$ cat src/rtl/fetch_unit.sv
// fetch_unit -- instruction fetch stage.
//
// Owns the PC, issues in-order requests to the instruction memory, and keeps
// the returned words in a small FIFO. Each FIFO entry carries its PC. Decode
// takes entries through a valid/stall handshake. A redirect from execute
// reloads the PC, flushes the FIFO and drops every response still in flight.
//
// Ports
//   clk_i, rst_ni                 clock, synchronous active-low reset
//   imem_req_o / imem_addr_o      fetch request; address is held until imem_gnt_i
//   imem_gnt_i                    request accepted
//   imem_rvalid_i / imem_rdata_i  in-order response
//   redirect_valid_i / _pc_i      branch/jump/trap redirect
//   hazard_stall_i                decode cannot accept this cycle
//   instr_valid_o, instr_o,       instruction to decode and its PC
//   instr_pc_o
//   misalign_o                    only when FETCH_MISALIGN_CHK_EN is defined
//
// Optional feature (macro FETCH_MISALIGN_CHK_EN):
//   A redirect to a target that is not word aligned issues no fetch. It
//   presents one NOP that is flagged misaligned and tagged with the target PC.
//   When the macro is undefined, the low two bits of the target are cleared.
module fetch_unit #(
  parameter int              DATA_W     = 32,
  parameter logic [DATA_W-1:0] RESET_PC = '0,
  parameter int              FIFO_DEPTH = 2
) (
  input  logic              clk_i,
  input  logic              rst_ni,
  output logic              imem_req_o,
  output logic [DATA_W-1:0] imem_addr_o,
  input  logic              imem_gnt_i,
  input  logic              imem_rvalid_i,
  input  logic [DATA_W-1:0] imem_rdata_i,
  input  logic              redirect_valid_i,
  input  logic [DATA_W-1:0] redirect_pc_i,
  input  logic              hazard_stall_i,
`ifdef FETCH_MISALIGN_CHK_EN
  output logic              misalign_o,
`endif
  output logic              instr_valid_o,
  output logic [DATA_W-1:0] instr_o,
  output logic [DATA_W-1:0] instr_pc_o
);
  localparam int AW = (FIFO_DEPTH > 1) ? $clog2(FIFO_DEPTH) : 1;
  localparam int CW = AW + 1;
  // kill counts responses that are owed but doomed. Back-to-back redirects
  // under a slow memory stack up, so the counter gets extra headroom.
  localparam int KW = CW + 3;
  localparam logic [DATA_W-1:0] NOP = DATA_W'(32'h0000_0013);

  logic [DATA_W-1:0] pc_q, last_pc_q, tgt;
  logic [DATA_W-1:0] instr_mem [FIFO_DEPTH];
  logic [DATA_W-1:0] pc_mem    [FIFO_DEPTH];
  logic [DATA_W-1:0] tag_mem   [FIFO_DEPTH];
  logic [AW-1:0]     rd_ptr, wr_ptr, tag_rd, tag_wr;
  logic [CW-1:0]     count, outst, out_after;
  logic [KW-1:0]     kill, kill_after;
  logic [CW:0]       occ;
  logic              mis_q, fifo_valid, gnt_fire, push, pop, pop_fifo;
  logic              killing, pc_ok;

`ifdef FETCH_MISALIGN_CHK_EN
  assign tgt = redirect_pc_i;
`else
  assign tgt = redirect_pc_i & ~DATA_W'(3);
`endif

  // outst counts only live requests. Doomed responses are tracked in kill,
  // so they do not hold back issue after a redirect.
  assign occ        = (CW+1)'(count) + (CW+1)'(outst);
  assign pc_ok      = (pc_q[1:0] == 2'b00);
  assign imem_req_o = rst_ni && !redirect_valid_i && pc_ok &&
                      (occ < (CW+1)'(FIFO_DEPTH));
  assign imem_addr_o = pc_q;
  assign gnt_fire   = imem_req_o && imem_gnt_i;

  assign killing    = (kill != '0);
  assign push       = rst_ni && imem_rvalid_i && !killing && !redirect_valid_i;
  assign kill_after = kill - KW'(imem_rvalid_i && killing);
  assign out_after  = outst + CW'(gnt_fire) - CW'(imem_rvalid_i && !killing);

  assign fifo_valid    = (count != '0);
  assign instr_valid_o = fifo_valid || mis_q;
  assign instr_o       = fifo_valid ? instr_mem[rd_ptr] : NOP;
  assign instr_pc_o    = mis_q ? pc_q : (fifo_valid ? pc_mem[rd_ptr] : last_pc_q);
  assign pop           = instr_valid_o && !hazard_stall_i && !redirect_valid_i;
  assign pop_fifo      = pop && fifo_valid;

`ifdef FETCH_MISALIGN_CHK_EN
  assign misalign_o = mis_q;
  always_ff @(posedge clk_i) begin
    if (!rst_ni)               mis_q <= 1'b0;
    else if (redirect_valid_i) mis_q <= (tgt[1:0] != 2'b00);
    else if (pop)              mis_q <= 1'b0;
  end
`else
  assign mis_q = 1'b0;
`endif

  // Storage: no reset. Only slots that the pointers cover are ever read.
  always_ff @(posedge clk_i) begin
    if (gnt_fire) tag_mem[tag_wr] <= pc_q;
    if (push) begin
      instr_mem[wr_ptr] <= imem_rdata_i;
      pc_mem[wr_ptr]    <= tag_mem[tag_rd];
    end
  end

  always_ff @(posedge clk_i) begin
    if (!rst_ni || redirect_valid_i) begin
      // Everything still in flight, counted after this cycle's response, is dropped.
      kill   <= kill_after + KW'(out_after);
      outst  <= '0;
      rd_ptr <= '0;
      wr_ptr <= '0;
      count  <= '0;
      if (!rst_ni) begin
        pc_q      <= RESET_PC;
        last_pc_q <= RESET_PC;
        tag_rd    <= '0;
        tag_wr    <= '0;
      end else begin
        pc_q   <= tgt;
        tag_rd <= tag_wr;   // tags of doomed requests are discarded
      end
    end else begin
      kill  <= kill_after;
      outst <= out_after;
      count <= count + CW'(push) - CW'(pop_fifo);
      if (gnt_fire) begin
        pc_q   <= pc_q + DATA_W'(4);
        tag_wr <= tag_wr + 1'b1;
      end
      if (push) begin
        wr_ptr <= wr_ptr + 1'b1;
        tag_rd <= tag_rd + 1'b1;
      end
      if (pop_fifo) begin
        rd_ptr    <= rd_ptr + 1'b1;
        last_pc_q <= pc_mem[rd_ptr];
      end
    end
  end
endmodule

$ cat config.mk
export PLATFORM = sky130hd
export DESIGN_NAME = fetch_unit
export DESIGN_NICKNAME = d
export VERILOG_FILES = /design/src/rtl/fetch_unit.sv
export SDC_FILE = /design/constraint.sdc
export NUM_CORES = 1
export LEC_CHECK = 0
export CAP_MARGIN = 10
export CORE_ASPECT_RATIO = 1.75
export CORE_MARGIN = 8
export CORE_UTILIZATION = 54
export DETAILED_ROUTE_END_ITERATION = 10
export PLACE_DENSITY = 0.8
export REMOVE_ABC_BUFFERS = 1
export SYNTH_ARGS = -nofsm -noshare
export SYNTH_HDL_FRONTEND = slang
export SYNTH_SLANG_ARGS = --single-unit
export TNS_END_PERCENT = 10
$ cat constraint.sdc
create_clock -name clk_i -period 4.7 [get_ports clk_i]
set_clock_uncertainty 0.15 [all_clocks]
set_input_delay 0.47 -clock clk_i [delete_from_list [all_inputs] [get_ports clk_i]]
set_output_delay 0.47 -clock clk_i [all_outputs]
set_load 0.005 [all_outputs]
; ---- Yosys cells after proc, flatten, opt, wreduce, memory -nomap -nowiden
; Memory sizes are Yosys's and may differ from the RTL's. A register that Yosys moved wholly into a read port is not among the register bits.
; Index checks and enable logic that the tools add are counted.
[totals]
elab_cells = 73
output_inout_bits = 98
n_memories = 3
reg_bits = 77
inputBits = 70
ramBits = 192
[mem_list]
columns = memory, words, word_bits, rd, rd_clocked_by_memory_dff, wr, line_no
row1 = instr_mem, 2, 32, 1, 1, 1, 53  ; logic [DATA_W-1:0] instr_mem [FIFO_DEPTH];
row2 = pc_mem, 2, 32, 1, 1, 1, 54  ; logic [DATA_W-1:0] pc_mem [FIFO_DEPTH];
row3 = tag_mem, 2, 32, 1, 1, 1, 55  ; logic [DATA_W-1:0] tag_mem [FIFO_DEPTH];
[op_classes]
n_reduce_logical = 24
muxes = 23
n_lt_le_gt_ge = 1
eq_ne = 1
n_addsub = 12
[op_table]
columns = operator, n
row1 = 32-bit two-way mux, 8
row2 = "32-bit by 3-bit adder with 32-bit output, second input constant", 1
row3 = 1-bit two-way mux, 14
row4 = 1-bit logical AND, 12
row5 = 2-bit nonzero test, 4
row6 = 5-bit by 2-bit adder with 5-bit output, 1
row7 = 5-bit two-way mux, 1
row8 = 5-bit nonzero test, 1
row9 = 5-bit by 1-bit subtractor with 5-bit output, 1
row10 = "1-bit adder, second input constant", 4
row11 = 2-bit by 1-bit adder with 2-bit output, 2
row12 = 1-bit logical NOT, 4
row13 = 2-bit by 1-bit subtractor with 2-bit output, 2
row14 = 2-bit by 2-bit adder with 3-bit output, 1
row15 = "3-bit by 2-bit less-than comparator with 1-bit output, second input constant", 1
row16 = 2-bit logical NOT, 1
row17 = "2-bit inequality test, second input constant", 1
row18 = 2-bit AND reduction, 1
row19 = 1-bit logical OR, 1

; ---- Depth between registers and ports, before layout
; Gate-level depths: netlist (run 1).
[logic_depth]
word_depth = 9
mapped_depth = 14

; ---- Least setup slack after synthesis (run 1)
; No wires, ideal clock.
[synth_timing]
path_kind = register to register
from = reg kill[2]
to = mem instr_mem[0][0], enable pin
required_ns = 4.068
path_buffers = 1
setup_slack_ns = 0.344
t_arrival_ns = 3.724
path_stages_with_launch = 7
setup_ns = 0.482
cell_sequence = dfxtp_1 nor2_1 nor4b_1 and2_1 clkbuf_1 nand2_1 nor2_1
[synth_via]
elab_chain_len = 6
[synth_rtl]
columns = element, line_no
row1 = "start, declared", 58  ; logic [KW-1:0] kill, kill_after;
row2 = "start signal, assigned", 113  ; kill <= kill_after + KW'(out_after);
row3 = "start signal, assigned", 128  ; kill <= kill_after;
row4 = 5-bit nonzero test, 78  ; assign killing = (kill != '0);
row5 = 1-bit logical NOT, 79  ; assign push = rst_ni && imem_rvalid_i && !killing && !redirect_valid_i;
row6 = 1-bit logical AND (2 in a row), 79
row7 = 1-bit two-way mux, 104  ; if (push) begin
row8 = 1-bit two-way mux (not written as such), 105  ; instr_mem[wr_ptr] <= imem_rdata_i;
row9 = "end, declared", 53
; Every way passes these cells.

; ---- Worst setup path after layout (run 1)
[layout_timing]
from = reg count[0]
to = reg kill[4]
[layout_via]
elab_chain_len = 8
[layout_rtl]
columns = element, line_no
row1 = "start, declared", 57  ; logic [CW-1:0] count, outst, out_after;
row2 = "start signal, assigned", 130  ; count <= count + CW'(push) - CW'(pop_fifo);
row3 = 2-bit by 2-bit adder with 3-bit output, 71  ; assign occ = (CW+1)'(count) + (CW+1)'(outst);
row4 = 3-bit by 2-bit less-than comparator with 1-bit output, 74  ; (occ < (CW+1)'(FIFO_DEPTH));
row5 = 1-bit logical AND, 73  ; assign imem_req_o = rst_ni && !redirect_valid_i && pc_ok &&
row6 = 1-bit logical AND, 76  ; assign gnt_fire = imem_req_o && imem_gnt_i;
row7 = 2-bit by 1-bit adder with 2-bit output, 81  ; assign out_after = outst + CW'(gnt_fire) - CW'(imem_rvalid_i && !killing);
row8 = 2-bit by 1-bit subtractor with 2-bit output, 81
row9 = 5-bit by 2-bit adder with 5-bit output, 113
row10 = 5-bit two-way mux, 111  ; if (!rst_ni || redirect_valid_i) begin
; Every way passes these cells.
; A chain may end at the register's enable or synchronous reset.

==> results.ini, run 1 <==
[synth]
avgSynthCellArea_um2 = 14.5
async_reset_ff_frac = 0
synth_seq_cells = 259
seq_area_frac_synth = 0.711
synth_enable_flop_cells = 246
ys_warn_count = 0
syn_area_um2 = 10800
yosys-top-cells-area = edfxtp_1 69%, mux2i_1 6.0%, nor2_1 3.7%
synth_top_area_frac = 0.687
yosysUniqueCellTypes = 40
synthFlopType = edfxtp_1
yosysTopAreaCell = edfxtp_1
postSynthCellCount = 742

[routing]
ant_nets = 0
avgRoutedWirePerCell_um = 18.1
via_count = 6200
drt_iter0_markers = 372
dr.pass1.iters = 5
via_per_inst = 5.34
drt-total-wl_um = 21000
drc = 0

[floorplanning]
core_area_um2 = 19700
fp.dieH_um = 203
ios = 168
initial_core_util = 0.547
rows = 68
die_x_um = 123
dieArea_um2 = 24900

[grt]
grt_pass1_vias = 6330
grt_max_degree = 65
grt_pass1_wl_um = 33400
grt-ovfl-total = 0
antenna_found_initial = 0
grt.total_usage = 0.169

[timing]
rsz0062_at_grt = false
final.period_utilization = 0.783
slew_headroom = 0.326
worst_slew_pin_slew_ns = 1.01
clock.fmax_ghz = 0.272
slew_violations = 0
finalSetupTns_ns = 0
post-route-min-period_ns = 3.68
hold_violations = 0
setup-violations-final = 0

[pwr]
p_int_mw = 3.93
combPwrFrac = 0.098
vdd_drop_max_mv = 0.392
power_frac_clock = 0.356
p_sw_mw = 1.06
power_per_cell_area_nw_per_um2 = 374
p_leak_nw = 4.45
p_sw_frac = 0.213
finalPower_mw = 4.99
p_seq_frac = 0.547

[clock_network]
clock_tree.buffer_depth = 3
cts.sinks = 259
cts-root-buf = clkbuf_16
clkTransAtPathRegs_ns = 0.06
cts-resized-gates = 0
cts_hold_buffers = 0
insertion_delay_ns = 0.50
cts_tree = built
cts_setup_buffers = 0
htree_levels = 1
numCtsBuffers = 22

[critical_path]
cp_max_fo = 3
crit_family = adder cells
endpoint_kind = flip-flop
r2r_cells = 13
cp-start-kind = flip-flop
path_cells = and2_1, fa_1, nor3_1, nand2_1, ha_1, inv_1, ha_1, xor2_1, xnor2_1, fa_1, o311a_1, a41oi_1, xnor2_1
slowest_delay_ns = 0.49
crit_buf_inv = 1
slowest_stage = fa_1
cp_data_arrival_time_ns = 3.96
path_class = flip-flop to flip-flop
critPathRequiredTime_ns = 4.98
reg2reg_to = kill[4]
r2r-start = count[0]
rrSetupSlack_ns = 1.02
worst-path-stages = 13

[final_layout]
nNetsFinal = 983
utilization = 0.679
area_growth_pct = 24.2
layout-drive-gt1-share = 0.0972
antenna_cells = 0

[worst_hold_path]
hold_start = kill[4]
hp-class = flip-flop to flip-flop
hold_end = kill[4]
hold-path-cell-count = 1

[job]
max-cap-violations = 0

[placed_design]
routabilityCongestion = 0.828
dpl.hpwl_um = 14500
io_buffers = 161

[run_status]
outcome = finished, final reports clean

[registers in the layout, summed over array words and instances (netlist names), named ones only]
signal / count
tag_rd: 1
count: 2
kill: 5
last_pc_q: 30
instr_mem: 64
imem_addr_o: 30
outst: 2
tag_mem: 60
pc_mem: 60
tag_wr: 1
rd_ptr: 1
wr_ptr: 1
[per-stage QoR]
step,worst slack (ns),hold slack [ns],instances,area (um2)
after floorplan,0.262,0.286,703,10600
after global placement,0.860,0.301,1123,12700
after detailed placement,0.787,0.313,1123,12700
after CTS,0.977,0.323,1161,13400
after global routing,0.842,0.333,1161,13400
final,1.02,0.321,1161,13400
[cells in the mapped netlist, types with 2 or more instances]
library cell and instances:
xor2_1 14, nand2b_1 2, o21ai_0 28, o211a_1 4, nand2_1 23, mux2_2 31, inv_1 13, nand4_1 6
nand3_1 12, buf_1 7, dfxtp_1 13, or3_1 3, clkbuf_1 30, mux2i_1 64, buf_4 4, and3_1 7
ha_1 9, xnor2_1 24, nor3_1 7, fa_1 2, a21oi_1 55, and2_1 9, nor3_2 4, nor2b_1 3
o21a_1 2, edfxtp_1 246, nor2_1 107
[worst reg2reg max path, cell delays in order, from the launching register on]
cell and delay [ns]:
dfxtp_1 0.37, and2_1 0.16, fa_1 0.40, nor3_1 0.33, nand2_1 0.17, ha_1 0.30
inv_1 0.04, ha_1 0.17, xor2_1 0.15, xnor2_1 0.18, fa_1 0.49, o311a_1 0.36
a41oi_1 0.20, xnor2_1 0.14
[power groups by stage]
stage / Clock, mW / Combinational (mW) / Sequential [mW]
floorplan: 0 / 0.246 / 2.76
global placement: 0 / 0.474 / 2.77
detailed placement: 0 / 0.489 / 2.78
CTS: 1.81 / 0.494 / 2.73
global route: 1.90 / 0.538 / 2.74
finish: 1.77 / 0.487 / 2.73
[worst max-delay path by stage]
stage	end	slack (ns)	start
floorplan	kill[4]	0.26	redirect_valid_i
global placement	kill[4]	0.86	rst_ni
detailed placement	kill[4]	0.79	rst_ni
CTS	kill[4]	0.98	count[0]
global route	kill[4]	0.84	count[0]
finish	kill[4]	1.02	count[0]
[layer usage]
layer | part of all wire | vias up | global-route usage
met4 | 0.025 | 0 | 0.0639
met5 | 0 | - | 0
li1 | - | 3034 | -
met2 | 0.55 | 161 | 0.309
met3 | 0.055 | 33 | 0.0253
met1 | 0.37 | 2972 | 0.189
[logic make-up after synthesis]
logic type / after synthesis / synth area share
compound gates: 91 / 0.0455
xor+xnor: 38 / 0.0309
fa+ha+maj: 11 / 0.0142
buf+inv: 57 / 0.0220
flops: 259 / 0.711
mux: 95 / 0.0920
other cells: 1 / 0.000349
simple gates: 190 / 0.0839
[final cells by class]
class	instances	area [um2]
Sequential cell	259	7650
Timing Repair Buffer	175	1740
Multi-Input combinational cell	429	2900
Clock inverter	8	91.3
Clock buffer	30	612
Tap cell	245	307
Inverter	15	56.3
Fill cell	1356	6300
[placed cells by master (no fill, tap or decap), types with 13 or more instances in the layout]
| master | Yosys | routed |
|---|---|---|
| a21oi_1 | 55 | 55 |
| clkbuf_16 | 0 | 23 |
| clkdlybuf4s50_1 | 0 | 161 |
| edfxtp_1 | 246 | 246 |
| inv_1 | 13 | 13 |
| mux2_2 | 31 | 31 |
| mux2i_1 | 64 | 64 |
| nand2_1 | 23 | 23 |
| nor2_1 | 107 | 104 |
| o21ai_0 | 28 | 28 |
| xnor2_1 | 24 | 24 |
| xor2_1 | 14 | 14 |
Note: power is estimated with default switching activity, not from simulation.
==> run 2: changes to the inputs <==
--- a/config.mk
+++ b/config.mk
@@ -8,9 +8,9 @@
 export CAP_MARGIN = 10
 export CORE_ASPECT_RATIO = 1.75
 export CORE_MARGIN = 8
-export CORE_UTILIZATION = 54
+export CORE_UTILIZATION = 49
 export DETAILED_ROUTE_END_ITERATION = 10
-export PLACE_DENSITY = 0.8
+export PLACE_DENSITY = 0.77
 export REMOVE_ABC_BUFFERS = 1
 export SYNTH_ARGS = -nofsm -noshare
 export SYNTH_HDL_FRONTEND = slang
==> constraint.sdc (replaced) <==
create_clock -name clk_i -period 3.1 [get_ports clk_i]
set_clock_uncertainty 0.15 [all_clocks]
set_input_delay 0.31 -clock clk_i [delete_from_list [all_inputs] [get_ports clk_i]]
set_output_delay 0.31 -clock clk_i [all_outputs]
set_load 0.005 [all_outputs]
==> results.ini, run 2 (synthesis results as in run 1) <==
[pwr]
p_leak_nw = 4.56
p_seq_frac = 0.539
vdd_drop_max_mv = 0.349
finalPower_mw = 7.69
power_frac_clock = 0.354
p_int_mw = 6.02
power_per_cell_area_nw_per_um2 = 562
p_sw_mw = 1.67
combPwrFrac = 0.107
p_sw_frac = 0.217

[final_layout]
final_common_cell = edfxtp_1
area_growth_pct = 27.2
largest_register_ffs = 64
regMostFlops = instr_mem
antenna_cells = 0
layout-drive-gt1-share = 0.127
top_regs = instr_mem (64), pc_mem (60), tag_mem (60)
final_cell_mix = 246 x edfxtp_1, 161 x clkdlybuf4s50_1, 104 x nor2_1
nNetsFinal = 1001
stdcell_count = 1226
design_area_um2 = 13700

[clock_network]
cts-root-buf = clkbuf_16
htree_levels = 1
clock_tree.buffer_depth = 3
cts_tree = built
numCtsBuffers = 22
cts_hold_buffers = 0
cts.sinks = 259
insertion_delay_ns = 0.50
clkTransAtPathRegs_ns = 0.07

[grt]
antenna_found_initial = 0
grt_max_degree = 63
grt_pass1_wl_um = 35700
grt_pass1_vias = 6797
grt-ovfl-total = 0
grt.total_usage = 0.168

[placed_design]
dpl-instance-area_um2 = 12900
io_buffers = 161
dp.cells = 1185
dpl.hpwl_um = 15700
routabilityCongestion = 0.869

[timing]
slew_headroom = 0.668
setup_slack_ns = -0.200
setup-violations-final = 3
rsz0062_at_grt = true
worst_slew_pin_slew_ns = 0.495
post-route-min-period_ns = 3.30
hold_violations = 0
clock.fmax_ghz = 0.303
slew_violations = 0
final.period_utilization = 1.06
hold-worst-slack_ns = 0.246

[critical_path]
cp_max_fo = 3
slowest_stage = fa_1
slowest_delay_ns = 0.46
cp_data_arrival_time_ns = 3.58
critPathRequiredTime_ns = 3.38
crit_family = adder cells
path_cells = and2_4, fa_1, nor3_2, nand2_1, ha_1, inv_2, ha_4, ha_4, inv_2, fa_2, o311a_1, a41oi_2, xnor2_1
path_class = flip-flop to flip-flop
crit_buf_inv = 2
cp-start-kind = flip-flop
endpoint_kind = flip-flop

[floorplanning]
core_area_um2 = 21500
ios = 168
fp.dieH_um = 212
rows = 71
die_x_um = 128
dieArea_um2 = 27100
initial_core_util = 0.500

[run_status]
violations = negative setup slack
outcome = finished with violations

[routing]
drt_iter0_markers = 413
drc = 0
via_per_inst = 5.24
ant_nets = 0
dr.pass1.iters = 4
via_count = 6427
avgRoutedWirePerCell_um = 18.7
drt-total-wl_um = 22900

[job]
max-cap-violations = 0

[worst_hold_path]
hp-class = input pin to flip-flop

[run 2: cell count changes in the layout (fill, tap and decap cells not counted), sizes merged]
cell,before,now
buf,14,32
clkinv,7,6
clkinvlp,0,1
[run 2: area by class of cell]
| cell class | count | area [um2] |
|---|---|---|
| Fill cell | 1598 | 7820 |
| Multi-Input combinational cell | 429 | 2960 |
| Sequential cell | 259 | 7650 |
| Inverter | 15 | 56.3 |
| Timing Repair Buffer | 193 | 1930 |
| Clock buffer | 30 | 622 |
| Clock inverter | 8 | 90.1 |
| Tap cell | 292 | 365 |
[run 2: final timing paths]
| kind | start | cells past startpoint | endpoint | slack [ns] |
|---|---|---|---|---|
| max | outst[0] | 13 | kill[4] | -0.20 |
| min reg2reg | kill[4] | 1 | kill[4] | 0.33 |
| max reg2reg | outst[0] | 13 | kill[4] | -0.20 |
| min | imem_rdata_i[29] | 1 | instr_mem[0][29] | 0.25 |
[run 2: timing repair]
item / in CTS / in global routing
setup buffers: 3 / 0
resized for setup: 11 / 3
endpoints found under the setup margin: 3 / 6
pin swaps: 8 / 1
[run 2: metrics by stage]
stage | setup TNS [ns] | util | worst slack (ns)
2_1_floorplan | -119.61 | - | -1.18
3_3_place_gp | -0.888 | 0.599 | -0.456
3_5_place_dp | -1.09 | 0.599 | -0.560
4_1_cts | -0.267 | 0.635 | -0.165
5_1_grt | -0.760 | 0.636 | -0.323
6_report | -0.306 | 0.636 | -0.200
[run 2: per-layer routing]
layer / up-vias / GRT usage / routed length, um
met2: 193 / 0.317 / 12600
met5: - / 0 / 0
met1: 3134 / 0.179 / 8370
li1: 3056 / - / -
met3: 44 / 0.0241 / 1130
met4: 0 / 0.0791 / 771
[run 2: power groups by stage]
stage	clock, mW	sequential, mW	combinational, mW
detailed placement	0	4.21	0.763
CTS	2.77	4.14	0.807
finish	2.72	4.14	0.823
global route	2.91	4.16	0.900
global placement	0	4.20	0.740
floorplan	0	4.19	0.373
